**src/rtl/div_unit_pkg.sv**
```systemverilog
// Shared definitions for the multi-cycle divider: operation codes,
// FSM state encoding, iteration count and counter width.
package div_unit_pkg;

    // EX-stage operation codes that route a request to the divider
    localparam logic [7:0] EXE_DIV_OP  = 8'b0001_1010;
    localparam logic [7:0] EXE_DIVU_OP = 8'b0001_1011;

    // Number of quotient bits produced, one per cycle
    localparam int DIV_ITER = 32;

    // Iteration counter width
    localparam int CNT_W = 6;

    // Divider FSM states
    typedef enum logic [1:0] {
        DIV_IDLE = 2'b00,
        DIV_ZERO = 2'b01,
        DIV_ON   = 2'b10,
        DIV_END  = 2'b11
    } div_state_e;

endpackage : div_unit_pkg

```
**src/rtl/div_unit.sv**
```systemverilog
// Multi-cycle restoring divider for DIV/DIVU.
// Produces one quotient bit per cycle and returns {remainder, quotient}.
// Signed operands are divided as magnitudes and the signs are fixed up at the end.
// The ready pulse and the result are registered one cycle after the END state.
// Optional feature macro: DIV_EARLY_OUT_EN. When it is defined, a dividend
// whose magnitude is below the divisor's skips the iterations entirely.
module div_unit
    import div_unit_pkg::*;
#(
    parameter int WIDTH = 32
) (
    input  logic                 clk,
    input  logic                 rst,
    input  logic                 start_i,
    input  logic                 annul_i,
    input  logic                 signed_i,
    input  logic [WIDTH-1:0]     opdata1_i,
    input  logic [WIDTH-1:0]     opdata2_i,
    output logic [2*WIDTH-1:0]   result_o,
    output logic                 ready_o,
    output logic                 busy_o
);

    div_state_e            state_q,  state_d;
    logic [CNT_W-1:0]      cnt_q,    cnt_d;
    logic [2*WIDTH:0]      acc_q,    acc_d;     // {remainder(W+1), quotient(W)}
    logic [WIDTH-1:0]      divs_q,   divs_d;    // divisor magnitude
    logic                  negq_q,   negq_d;    // quotient needs negation
    logic                  negr_q,   negr_d;    // remainder needs negation
    logic [2*WIDTH-1:0]    result_q, result_d;
    logic                  ready_q,  ready_d;
    logic                  busy_q,   busy_d;

    logic                  a_neg_s;
    logic                  b_neg_s;
    logic [WIDTH-1:0]      a_mag_s;
    logic [WIDTH-1:0]      b_mag_s;
    logic                  early_s;
    logic [2*WIDTH:0]      acc_sh_s;
    logic [WIDTH:0]        diff_s;
    logic [2*WIDTH:0]      step_s;
    logic [WIDTH-1:0]      quo_s;
    logic [WIDTH-1:0]      rem_s;
    logic [2*WIDTH-1:0]    final_s;

    // Operand magnitudes and sign flags as seen at the latch point
    always_comb begin
        a_neg_s = signed_i & opdata1_i[WIDTH-1];
        b_neg_s = signed_i & opdata2_i[WIDTH-1];
        if (a_neg_s) begin
            a_mag_s = {WIDTH{1'b0}} - opdata1_i;
        end else begin
            a_mag_s = opdata1_i;
        end
        if (b_neg_s) begin
            b_mag_s = {WIDTH{1'b0}} - opdata2_i;
        end else begin
            b_mag_s = opdata2_i;
        end
    end

`ifdef DIV_EARLY_OUT_EN
    // Quotient is trivially zero when the dividend magnitude is below the divisor's
    always_comb begin
        early_s = (a_mag_s < b_mag_s);
    end
`else
    // Every nonzero-divisor operation runs the full iteration count
    always_comb begin
        early_s = 1'b0;
    end
`endif

    // One restoring shift-subtract step; borrow in bit WIDTH means "keep the shifted value"
    always_comb begin
        acc_sh_s = {acc_q[2*WIDTH-1:0], 1'b0};
        diff_s   = acc_sh_s[2*WIDTH:WIDTH] - {1'b0, divs_q};
        if (diff_s[WIDTH]) begin
            step_s = acc_sh_s;
        end else begin
            step_s = {diff_s, acc_sh_s[WIDTH-1:1], 1'b1};
        end
    end

    // Sign fix-up: quotient negated on sign mismatch, remainder follows the dividend
    always_comb begin
        quo_s = acc_q[WIDTH-1:0];
        rem_s = acc_q[2*WIDTH-1:WIDTH];
        if (negq_q) begin
            final_s[WIDTH-1:0] = {WIDTH{1'b0}} - quo_s;
        end else begin
            final_s[WIDTH-1:0] = quo_s;
        end
        if (negr_q) begin
            final_s[2*WIDTH-1:WIDTH] = {WIDTH{1'b0}} - rem_s;
        end else begin
            final_s[2*WIDTH-1:WIDTH] = rem_s;
        end
    end

    // Next-state, datapath and output logic for the divider FSM
    always_comb begin
        state_d  = state_q;
        cnt_d    = cnt_q;
        acc_d    = acc_q;
        divs_d   = divs_q;
        negq_d   = negq_q;
        negr_d   = negr_q;
        result_d = result_q;
        ready_d  = 1'b0;

        case (state_q)
            DIV_IDLE: begin
                if (start_i && !annul_i) begin
                    divs_d = b_mag_s;
                    negq_d = a_neg_s ^ b_neg_s;
                    negr_d = a_neg_s;
                    cnt_d  = {CNT_W{1'b0}};
                    if (opdata2_i == {WIDTH{1'b0}}) begin
                        state_d = DIV_ZERO;
                        acc_d   = {(2*WIDTH+1){1'b0}};
                    end else if (early_s) begin
                        state_d = DIV_END;
                        acc_d   = {1'b0, a_mag_s, {WIDTH{1'b0}}};
                    end else begin
                        state_d = DIV_ON;
                        acc_d   = {{(WIDTH+1){1'b0}}, a_mag_s};
                    end
                end else begin
                    state_d = DIV_IDLE;
                end
            end
            DIV_ZERO: begin
                if (annul_i) begin
                    state_d = DIV_IDLE;
                end else begin
                    state_d = DIV_END;
                    acc_d   = {(2*WIDTH+1){1'b0}};
                end
            end
            DIV_ON: begin
                if (annul_i) begin
                    state_d = DIV_IDLE;
                    cnt_d   = {CNT_W{1'b0}};
                end else begin
                    acc_d = step_s;
                    if (cnt_q == CNT_W'(DIV_ITER - 1)) begin
                        state_d = DIV_END;
                        cnt_d   = {CNT_W{1'b0}};
                    end else begin
                        cnt_d   = cnt_q + {{(CNT_W-1){1'b0}}, 1'b1};
                    end
                end
            end
            DIV_END: begin
                state_d = DIV_IDLE;
                if (!annul_i) begin
                    ready_d  = 1'b1;
                    result_d = final_s;
                end else begin
                    ready_d  = 1'b0;
                end
            end
            default: begin
                state_d = DIV_IDLE;
                cnt_d   = {CNT_W{1'b0}};
            end
        endcase

        busy_d = (state_d != DIV_IDLE);
    end

    // State and output registers with synchronous active-low reset
    always_ff @(posedge clk) begin
        if (!rst) begin
            state_q  <= DIV_IDLE;
            cnt_q    <= {CNT_W{1'b0}};
            acc_q    <= {(2*WIDTH+1){1'b0}};
            divs_q   <= {WIDTH{1'b0}};
            negq_q   <= 1'b0;
            negr_q   <= 1'b0;
            result_q <= {(2*WIDTH){1'b0}};
            ready_q  <= 1'b0;
            busy_q   <= 1'b0;
        end else begin
            state_q  <= state_d;
            cnt_q    <= cnt_d;
            acc_q    <= acc_d;
            divs_q   <= divs_d;
            negq_q   <= negq_d;
            negr_q   <= negr_d;
            result_q <= result_d;
            ready_q  <= ready_d;
            busy_q   <= busy_d;
        end
    end

    assign result_o = result_q;
    assign ready_o  = ready_q;
    assign busy_o   = busy_q;

endmodule : div_unit

```
**config.mk**
```make
export PLATFORM = sky130hd
export DESIGN_NAME = div_unit
export DESIGN_NICKNAME = d
export VERILOG_FILES = /design/src/rtl/div_unit_pkg.sv /design/src/rtl/div_unit.sv
export SDC_FILE = /design/constraint.sdc
export NUM_CORES = 1
export LEC_CHECK = 0
export BUFFER_PORTS_ARGS = -buffer_cell sky130_fd_sc_hd__buf_2
export CAP_MARGIN = 10
export CORE_ASPECT_RATIO = 1.4
export CORE_MARGIN = 2
export CORE_UTILIZATION = 59
export CTS_CLUSTER_SIZE = 30
export DETAILED_ROUTE_END_ITERATION = 7
export PLACE_DENSITY_LB_ADDON = 0.12
export SYNTH_ARGS = -nofsm -noshare
export SYNTH_HDL_FRONTEND = slang
export SYNTH_SLANG_ARGS = --single-unit
```
**constraint.sdc**
```tcl
create_clock -name clk -period 3.6 [get_ports clk]
set_input_delay 0.18 -clock clk [delete_from_list [all_inputs] [get_ports clk]]
set_output_delay 0.18 -clock clk [all_outputs]
set_load 0.1 [all_outputs]
```
==> metrics.csv <==
stage,metric,value,unit
place,Detail Placement HPWL,22800,um
worst_hold_path,HP Class,in -> reg,
yosys,number of synthesized flops with an enable pin,0,
clock_tree,CTS tree,built,
clock_tree,Max Root-Sink Buffers,2,
status,status,completed,
drt,wire per inst,17.5,um
clock_tree,Clock Tree Root,clkbuf_16,
sta,Final Max Tran Viols,0,
finish,Final Util,0.678,
drt,detail-routed via count per cell,6.00,
worst_setup_path,critical path data required time,3970,ps
finish,Area Growth Syn to Fin,13.0,%
yosys,post-synthesis cell count,1393,
place,Final Wtd Congestion,0.936,
sta,Highest Clock Rate,302,MHz
clock_tree,post-CTS setup buffer count,0,
worst_setup_path,CP Class,reg -> reg,
place,Place WS,311,ps
sta,Final Skew,12.0,ps
grt,initial antenna violation count,0,
sta,Worst Hold Margin,99.7,ps
finish,most frequent cells in the layout,"nand2_1, dfxtp_1, buf_2",
power_and_ir_drop,power per cell area,362,nW/um^2
drt,# DRC,0,
yosys,Post-synth ARST share,0,
yosys,Synth warnings,0,
floorplan,number of top-level pins,135,
yosys,Mean Syn Cell Area,7.98,sq um
yosys,ranking of synthesized cells by area,"dfxtp_1, o211a_1, nand2_1",
floorplan,Die W,120,um
power_and_ir_drop,Leak Pwr,6.26,nW
power_and_ir_drop,VDD IR-drop max,0.318,mV
drt,via count,10500,
sta,RSZ-0062 raised after global routing,false,
floorplan,row count,59,
grt,vias in the first global route,9900,
finish,Ant. Diodes,0,
drt,Routed WL,30500,um
drt,DR iter-0 viols,532,
finish,"commonest non-fill, non-tap cell in the layout",nand2_1,
worst_setup_path,crit-path max FO,8,
yosys,top_reg_cell synth,dfxtp_1,
finish,final-layout fill cell count,1620,
grt,total congestion overflow,0,
worst_hold_path,WHS Path Cells,3,
yosys,Post-Syn Area,11100,sq um
sta,Setup WS post-layout,293,ps
clock_tree,CTS Hold Bufs,0,
yosys,cell taking the most area after synthesis,dfxtp_1,
drt,"antenna viol nets, final",0,
floorplan,initial core utilization,0.600,
worst_setup_path,CP arrival,3680,ps
place,Port Buf Inserts,134,
floorplan,die area,20000,sq um
finish,share of cells above drive strength 1,0.145,
clock_tree,Inserted Clock Buffers,17,
clock_tree,PostCTS Resize Cnt,0,
yosys,number of synthesized register bits,172,
sta,final hold vios,0,
floorplan,die height,166,um
clock_tree,Worst-path clk slew,70,ps
sta,period utilization,0.918,
sta,Setup-failing EPs final,0,
grt,largest net degree at the start of global routing,96,
yosys,unique cell type count in the Yosys netlist,68,
worst_setup_path,r2r worst-path depth,11,
yosys,Post-Synthesis Net Count,1504,
finish,final-stage net count,1599,
clock_tree,Skew-Pair Late Insertion Delay,440,ps
sta,setup_tns,0,ps
clock_tree,# clock sinks,172,
flow_run,max_cap viols,0,
yosys,share of the synthesized area in the top cell type,0.310,
clock_tree,CTS H-Tree Depth,4,
worst_setup_path,startpoint types,register,
worst_setup_path,critical path endpoint category,register,
drt,first-pass detailed-route iteration total,5,
grt,first-pass GRT wire length,49100,um
yosys,post-synthesis sequential area ratio,0.310,
sta,Slew @ Worst Pin,1140,ps
floorplan,CORE AREA,18500,sq um
sta,Max-Slew Margin vs Limit,0.239,
sta,fin crit period,3310,ps
grt,Global Route Usage Sum,0.303,
[critical path, cell delays in order, from the launching register on]
cell and delay, ps:
dfxtp_1 490, inv_1 140, fa_1 460, nand2b_1 180, a21oi_1 180, o31ai_1 110, o21ai_1 270, a211oi_1 160
o21a_1 260, or2_1 310, or4b_1 540, a21boi_1 130
[metrics by stage]
step                      power (mW)  instances  area [sq um]
after floorplan                 2.54       1393         11100
after global placement          2.76       1713         12000
after detailed placement        2.77       1713         12000
after CTS                       4.56       1745         12600
after global routing            4.72       1745         12600
final                           4.55       1745         12600
[layer usage]
layer,wire length (um),part of all wire,GRT usage
met1,12000,0.39,0.343
met5,0,0,0
met2,15800,0.52,0.547
met4,1290,0.042,0.150
met3,1440,0.047,0.0443
[path summary, 6_finish.rpt]
path | slack, ps | startpoint | to
setup / recovery | 290 | acc_q[32]$_SDFFE_PN0P_ | acc_q[62]$_SDFFE_PN0P_
hold / removal | 100 | opdata2_i[31] | divs_q[31]$_SDFFE_PN0P_
setup reg to reg | 290 | acc_q[32]$_SDFFE_PN0P_ | acc_q[62]$_SDFFE_PN0P_
hold reg to reg | 460 | result_o[57]$_SDFFE_PN0P_ | result_o[57]$_SDFFE_PN0P_
[area by class of cell]
class	count	area (sq um)	share of cell area
clock buffers	17	425	0.0339
clock inverters	15	148	0.0118
inverters	57	214	0.0170
multi-input cells	1078	7140	0.569
flip-flops and latches	172	3440	0.274
well taps	244	305	0.0243
repair buffers	162	883	0.0703
[cell families (layout without fill, tap and decap cells)]
group | after synthesis | after routing | share of synthesized area
simple gates | 430 | 430 | 0.185
mux | 18 | 18 | 0.0162
flops | 172 | 172 | 0.310
xor+xnor | 141 | 141 | 0.111
fa+ha+maj | 42 | 42 | 0.0480
buf+inv | 143 | 251 | 0.0494
compound gates | 447 | 447 | 0.281
[cells in the mapped netlist, drive strengths merged (10+ instances only)]
cell type  count
a21boi        17
a21o          20
a21oi         83
a22oi         21
a31oi         10
a32oi         10
and2          15
buf           16
clkbuf        70
dfxtp        172
ha            41
inv           57
mux2i         18
nand2        198
nand3         16
nand4         11
nor2          72
nor2b         15
nor3          26
nor4          13
o211a         82
o211ai        17
o21ai        121
o31ai         25
or3           13
or4           14
xnor2         60
xor2          81
[sequential cells by signal (all words and copies together), names as in the netlist]
name,count
state_q,2
divs_q,32
negr_q,1
result_o,64
acc_q,64
cnt_q,6
busy_o,1
ready_o,1
negq_q,1
[power by group]
group	total, mW	switching (mW)	internal, mW	leakage (nW)
sequential	2.01	0.0514	1.96	1.40
clock	1.81	0.884	0.924	0.284
combinational	0.731	0.443	0.288	4.58
Power figures use the tool's default switching activity.
